### config.mk
export PLATFORM = sky130hd
export DESIGN_NAME = rx_deframer
export DESIGN_NICKNAME = d
export VERILOG_FILES = /design/src/rtl/rx_deframer.sv
export SDC_FILE = /design/constraint.sdc
export NUM_CORES = 1
export LEC_CHECK = 0
export ABC_AREA = 0
export BUFFER_PORTS_ARGS = -buffer_cell sky130_fd_sc_hd__buf_2
export CORE_MARGIN = 3
export CORE_UTILIZATION = 25
export DETAILED_ROUTE_END_ITERATION = 8
export SETUP_SLACK_MARGIN = 0.4
export SLEW_MARGIN = 40
export SYNTH_ARGS = -nofsm -noshare
export SYNTH_HDL_FRONTEND = slang
export SYNTH_SLANG_ARGS = --single-unit
export TNS_END_PERCENT = 30
### constraint.sdc
create_clock -name Clk -period 6.04 [get_ports Clk]
set_input_delay 0.302 -clock Clk [delete_from_list [all_inputs] [get_ports Clk]]
set_output_delay 0.302 -clock Clk [all_outputs]
set_load 0.01 [all_outputs]
### src/rtl/rx_deframer.sv
// HDLC receive deframer: flag hunt, zero-bit destuffing, LSB-first byte assembly, abort/length checks.
// Optional CRC-16-CCITT frame check sequence verification is built when RX_FCS_CHECK_EN is defined.
module rx_deframer #(
    parameter int MIN_BYTES = 3
) (
    input  logic       Clk,
    input  logic       Rst,
    input  logic       RxEn,
    input  logic       Rx,
    output logic [7:0] DataBuff,
    output logic       WrBuff,
    output logic       FlagDetect,
    output logic       EoF,
    output logic       FrameError,
    output logic       AbortedFrame,
    output logic       Active
);

    typedef enum logic [1:0] {
        HUNT  = 2'd0,
        SYNC  = 2'd1,
        FRAME = 2'd2
    } state_t;

    localparam logic [8:0] MIN_CNT = 9'(MIN_BYTES);

    state_t      state;
    state_t      state_nx;

    logic [6:0]  raw_sr;
    logic [2:0]  ones;
    logic [7:0]  dly;
    logic [3:0]  dly_cnt;
    logic [7:0]  asm_sr;
    logic [2:0]  bit_cnt;
    logic [7:0]  byte_cnt;
    logic        close_pend;
    logic        close_err;

    logic [7:0]  raw_nx;
    logic        flag;
    logic        abort;
    logic        stuffed;
    logic        dbit_vld;
    logic        dout_vld;
    logic        in_frame;
    logic [7:0]  asm_nx;
    logic [2:0]  bit_cnt_nx;
    logic        byte_done;
    logic [7:0]  byte_cnt_nx;
    logic        close;
    logic        bad_close;

`ifdef RX_FCS_CHECK_EN
    logic [15:0] crc;
    logic [15:0] crc_nx;
`endif

    always_comb begin
        raw_nx      = {raw_sr, Rx};
        flag        = RxEn && (raw_nx == 8'h7E);
        abort       = RxEn && Rx && (ones == 3'd6);
        stuffed     = RxEn && !Rx && (ones == 3'd5) && (state != HUNT);
        dbit_vld    = RxEn && (state != HUNT) && !stuffed && !abort;
        // A bit reaches the assembler only once eight newer bits sit behind it,
        // so the eight bits of a closing flag are always still in the line.
        dout_vld    = dbit_vld && (dly_cnt == 4'd8);
        in_frame    = (state == FRAME) || ((state == SYNC) && dout_vld);
        asm_nx      = {dly[7], asm_sr[7:1]};
        bit_cnt_nx  = dout_vld ? bit_cnt + 3'd1 : bit_cnt;
        byte_done   = dout_vld && (bit_cnt == 3'd7);
        byte_cnt_nx = (byte_done && (byte_cnt != 8'hFF)) ? byte_cnt + 8'd1 : byte_cnt;
        close       = flag && in_frame;
        bad_close   = (bit_cnt_nx != 3'd0) || ({1'b0, byte_cnt_nx} < MIN_CNT);
`ifdef RX_FCS_CHECK_EN
        crc_nx = crc;
        if (dout_vld)
            crc_nx = {1'b0, crc[15:1]} ^ ((crc[0] ^ dly[7]) ? 16'h8408 : 16'h0000);
        if (crc_nx != 16'hF0B8)
            bad_close = 1'b1;
`endif

        state_nx = state;
        if (RxEn) begin
            case (state)
                HUNT: begin
                    if (flag)
                        state_nx = SYNC;
                end
                SYNC: begin
                    if (abort)
                        state_nx = HUNT;
                    else if (flag)
                        state_nx = SYNC;
                    else if (dout_vld)
                        state_nx = FRAME;
                end
                FRAME: begin
                    if (abort)
                        state_nx = HUNT;
                    else if (flag)
                        state_nx = SYNC;
                end
                default: state_nx = HUNT;
            endcase
        end
    end

    always_ff @(posedge Clk) begin
        if (!Rst) begin
            state        <= HUNT;
            raw_sr       <= '0;
            ones         <= '0;
            dly          <= '0;
            dly_cnt      <= '0;
            asm_sr       <= '0;
            bit_cnt      <= '0;
            byte_cnt     <= '0;
            close_pend   <= 1'b0;
            close_err    <= 1'b0;
            DataBuff     <= '0;
            WrBuff       <= 1'b0;
            FlagDetect   <= 1'b0;
            EoF          <= 1'b0;
            FrameError   <= 1'b0;
            AbortedFrame <= 1'b0;
`ifdef RX_FCS_CHECK_EN
            crc          <= 16'hFFFF;
`endif
        end else begin
            state        <= state_nx;
            WrBuff       <= 1'b0;
            AbortedFrame <= 1'b0;
            FlagDetect   <= flag;
            // Closing verdict is held one cycle so it lands after FlagDetect
            // and after any byte completed by the flag's final bit.
            EoF          <= close_pend && !close_err;
            FrameError   <= close_pend && close_err;
            close_pend   <= 1'b0;

            if (RxEn) begin
                raw_sr <= raw_nx[6:0];
                ones   <= !Rx ? 3'd0 : (ones == 3'd7) ? 3'd7 : ones + 3'd1;

                if (abort) begin
                    dly          <= '0;
                    dly_cnt      <= '0;
                    asm_sr       <= '0;
                    bit_cnt      <= '0;
                    byte_cnt     <= '0;
                    AbortedFrame <= (state == FRAME);
`ifdef RX_FCS_CHECK_EN
                    crc          <= 16'hFFFF;
`endif
                end else begin
                    if (dout_vld) begin
                        asm_sr   <= asm_nx;
                        bit_cnt  <= bit_cnt_nx;
                        byte_cnt <= byte_cnt_nx;
`ifdef RX_FCS_CHECK_EN
                        crc      <= crc_nx;
`endif
                        if (byte_done) begin
                            DataBuff <= asm_nx;
                            WrBuff   <= 1'b1;
                        end
                    end

                    if (dbit_vld) begin
                        dly     <= {dly[6:0], Rx};
                        dly_cnt <= (dly_cnt == 4'd8) ? 4'd8 : dly_cnt + 4'd1;
                    end

                    if (flag) begin
                        dly        <= '0;
                        dly_cnt    <= '0;
                        asm_sr     <= '0;
                        bit_cnt    <= '0;
                        byte_cnt   <= '0;
                        close_pend <= close;
                        close_err  <= bad_close;
`ifdef RX_FCS_CHECK_EN
                        crc        <= 16'hFFFF;
`endif
                    end
                end
            end
        end
    end

    assign Active = (state == FRAME);

endmodule

==> qor_table.md <==
| Item | Value | Unit |
|:---|:---|:---|
| Kind of start point of the critical path | flip-flop | - |
| Share of post-route cells with drive strength above 1 | 17.29 | % |
| Nature of the critical path endpoint | flip-flop | - |
| Iter 0 DRT Violations | 70 | - |
| Number of nets in the layout | 302 | - |
| Result of the run | complete, no violations | - |
| Worst hold path cell count | 3 | - |
| Min cycle time layout | 2.350 | ns |
| Terminus of the critical flop-to-flop path | close_err$_SDFFE_PN0P_ | - |
| Number of pins with negative max-slew slack in the final report | 0 | - |
| Post-synthesis average cell area | 9.553 | sq um |
| Quantity of I/O buffers inserted on ports | 17 | - |
| Commonest cells after routing, fill and taps aside | dfxtp_1 (57), nor2_1 (39), mux2i_1 (24), buf_2 (17), nand2_1 (14) | - |
| Hold Slack | 0.2749 | ns |
| HP Start | Rst | - |
| Synthesis warning total | 0 | - |
| Minimum setup slack among reg-to-reg paths | 3.69 | ns |
| Distinct cells, synth | 50 | - |
| Tightest Hold Check Type | input port to flip-flop | - |
| CTS Root Cell | clkbuf_8 | - |
| Power density cells | 273.8 | nW/um^2 |
| Maximum VDD drop | 120.9 | uV |
| Number of cells upsized or downsized after cts | 0 | - |
| Post-synth EDFFs | 0 | - |
| Post-CTS Setup Bufs | 0 | - |
| First-pass GRT wire length | 8921 | um |
| Num CTS Buffers | 9 | - |
| Placed wire-length estimate after detailed placement | 3731 | um |
| Clock slew at reported path FFs | 0.07 | ns |
| CTS tree | built | - |
| Via total after detailed routing | 1,960 | - |
| Die Outline Area | 11,730 | sq um |
| Post-synth net total | 286 | - |
| Quantity of hold-fixing buffers added after cts | 0 | - |
| Number of antenna cells inserted | 0 | - |
| Worst-case headroom to the max-slew limit | 52.09 | % |
| Initial antenna violation count | 0 | - |
| Number of hold-slack violations in the final timing report | 0 | - |
| Global route overflow | 0 | - |
| Clock latency on the worst-skew pair | 0.33 | ns |
| # rows | 36 | - |
| Wire length after detailed routing | 5162 | um |
| Routed length per placed instance | 12.06 | um |
| Number of H-tree branching levels | 3 | - |
| Die X | 108.3 | um |
| Via-to-Cell Ratio | 4.579 | - |
| Maximum number of buffers from clock root to sink | 2 | - |
| Reg2Reg Depth | 7 | - |
| Total global-route track usage | 9.655 | % |
| Pin count of the biggest net entering global routing | 20 | - |
| Utilization after layout | 30.84 | % |
| Slew of the pin with the lowest slew margin | 0.7179 | ns |
| Top flip-flop cell by instance count after synthesis | dfxtp_1 | - |
| Sum of negative setup slack | 0 | ns |
| Fillers | 1,026 | - |
| DRC violations left | 0 | - |
| Reg-to-reg startpoint | dly_cnt[0]$_SDFFE_PN0P_ | - |
| Count of endpoints failing setup in the final report | 0 | - |
| Post-DRT Antenna Nets | 0 | - |
| Vertical die dimension | 108.3 | um |
| Register bit total from synthesis | 57 | - |
| Maximum net fanout on the critical path | 9 | - |
| Sequential-to-total area share from yosys stat | 43.59 | % |
| Overall Power | 840.6 | uW |
| Max-cap violation count | 0 | - |
| Number of global-route vias before repair | 1,873 | - |
| Number of top-level pins | 18 | - |
| Clock net sink count | 57 | - |
| Summed instance area of the synthesized netlist | 2618 | sq um |
| Worst Clk Skew | 0.007351 | ns |
| Worst min-delay path endpoint | ones[2]$_SDFFE_PN0P_ | - |
| Relative area change from synthesis to final layout | 17.30 | % |
| Reported leakage power | 0.001176 | uW |
| Most frequent standard cell in the layout excluding fill and tap cells | dfxtp_1 | - |
| Drt pass-1 iters | 4 | - |
| Top achievable clock speed | 0.4255 | GHz |
| Worst EP arrival | 2.58 | ns |
| Routability congestion estimate from global placement | 0.7804 | - |
| Core area | 9955 | sq um |
| Starting density of the core | 26.29 | % |
| Fraction of the cycle the final worst path needs | 38.91 | % |
| Setup repair after global routing missed its margin | false | - |
| Endpoint required time on the critical path | 6.27 | ns |
| Async S/R FF share, synth | 0 | % |
| Critical Setup Path Class | flip-flop to flip-flop | - |
| Cells after synthesis | 274 | - |
cell usage after synthesis (2+ instances only):
master / count / area [sq um]
nor4_1: 2 / 12.51
nor2_1: 40 / 150.1
a41oi_1: 3 / 26.28
and2_1: 6 / 37.54
nor2b_1: 2 / 12.51
nand3b_1: 2 / 15.01
nand4_1: 4 / 25.02
buf_1: 2 / 7.510
o21a_1: 3 / 22.52
o31ai_1: 4 / 30.03
nand3_1: 7 / 35.03
buf_4: 2 / 15.01
a22o_1: 9 / 78.83
nand2b_1: 7 / 43.79
o21ai_0: 4 / 20.02
ha_1: 8 / 100.1
inv_1: 7 / 26.28
nor3_1: 5 / 25.02
and4_2: 2 / 20.02
a21oi_1: 12 / 60.06
and3_1: 3 / 18.77
xnor2_1: 6 / 52.55
nand3_2: 2 / 20.02
nand2_1: 14 / 52.55
xor2_1: 4 / 35.03
or4_1: 3 / 22.52
or3_1: 2 / 12.51
buf_2: 8 / 40.04
mux2i_1: 24 / 240.2
dfxtp_1: 57 / 1141
registers in the layout (all words and copies together) (netlist names):
| signal | cells |
|---|---|
| DataBuff | 8 |
| byte_cnt | 8 |
| dly | 8 |
| asm_sr | 7 |
| raw_sr | 7 |
| dly_cnt | 4 |
| bit_cnt | 3 |
| ones | 3 |
| state | 2 |
| AbortedFrame | 1 |
| EoF | 1 |
| FlagDetect | 1 |
| FrameError | 1 |
| WrBuff | 1 |
| close_err | 1 |
| close_pend | 1 |
cell families after synthesis:
family,count (synthesis),share of synthesized area (%)
buffers and inverters,21,3.968
flip-flops,57,43.59
XOR/XNOR,10,3.346
multiplexers,25,9.608
AO/OA/AOI/OAI,41,11.19
adder cells (fa/ha/maj),8,3.824
AND/OR/NAND/NOR,112,24.47
area by class of cell:
type	count	area, sq um	share of cell area [%]
multi-input combinational	196	1393	45.35
sequential	57	1141	37.16
tap	133	166.4	5.420
clock buffer	11	141.4	4.605
clock inverter	5	102.6	3.341
timing repair buffer	18	96.34	3.138
inverter	8	30.03	0.9780
stage by stage:
stage / setup slack (ns) / cells / instance area, sq um
6_report: 3.690 / 428 / 3070
2_1_floorplan: 4.043 / 274 / 2618
3_3_place_gp: 3.482 / 411 / 2795
3_5_place_dp: 3.737 / 411 / 2815
5_1_grt: 3.514 / 428 / 3070
4_1_cts: 3.689 / 427 / 3059
metal layers:
| metal | vias up | routed length [um] | GRT usage, % |
|---|---|---|---|
| li1 | 1003 | - | - |
| met1 | 923 | 2496 | 12.24 |
| met2 | 26 | 2382 | 15.23 |
| met3 | 8 | 206 | 3.463 |
| met4 | 0 | 76 | 3.246 |
| met5 | - | 0 | 0 |
how the worst max path moves through the flow:
stage / start / end / slack (ns) / cells past startpoint
3_3_place_gp: RxEn / byte_cnt[1]$_SDFFE_PN0P_ / 3.48 / 6
3_5_place_dp: RxEn / close_err$_SDFFE_PN0P_ / 3.74 / 6
2_1_floorplan: dly_cnt[0]$_SDFFE_PN0P_ / close_err$_SDFFE_PN0P_ / 4.04 / 7
6_report: dly_cnt[0]$_SDFFE_PN0P_ / close_err$_SDFFE_PN0P_ / 3.69 / 7
5_1_grt: dly_cnt[0]$_SDFFE_PN0P_ / close_err$_SDFFE_PN0P_ / 3.51 / 7
4_1_cts: dly_cnt[0]$_SDFFE_PN0P_ / close_err$_SDFFE_PN0P_ / 3.69 / 7
worst max-delay path, stage by stage (launching register included):
cell and delay [ns]:
dfxtp_1 0.35, inv_1 0.07, ha_1 0.16, and3b_1 0.28, nand3_2 0.26, nor4_1 0.39, mux2_2 0.39, o41ai_1 0.35
report_power, final:
part	leakage, uW	switching [uW]	total, uW	internal (uW)
clock network	0.000120	150	434	285
logic	0.000597	16.0	25.2	9.18
registers	0.000460	2.55	381	378
total	0.00118	168	841	672
Note: power is estimated with default switching activity, not from simulation.
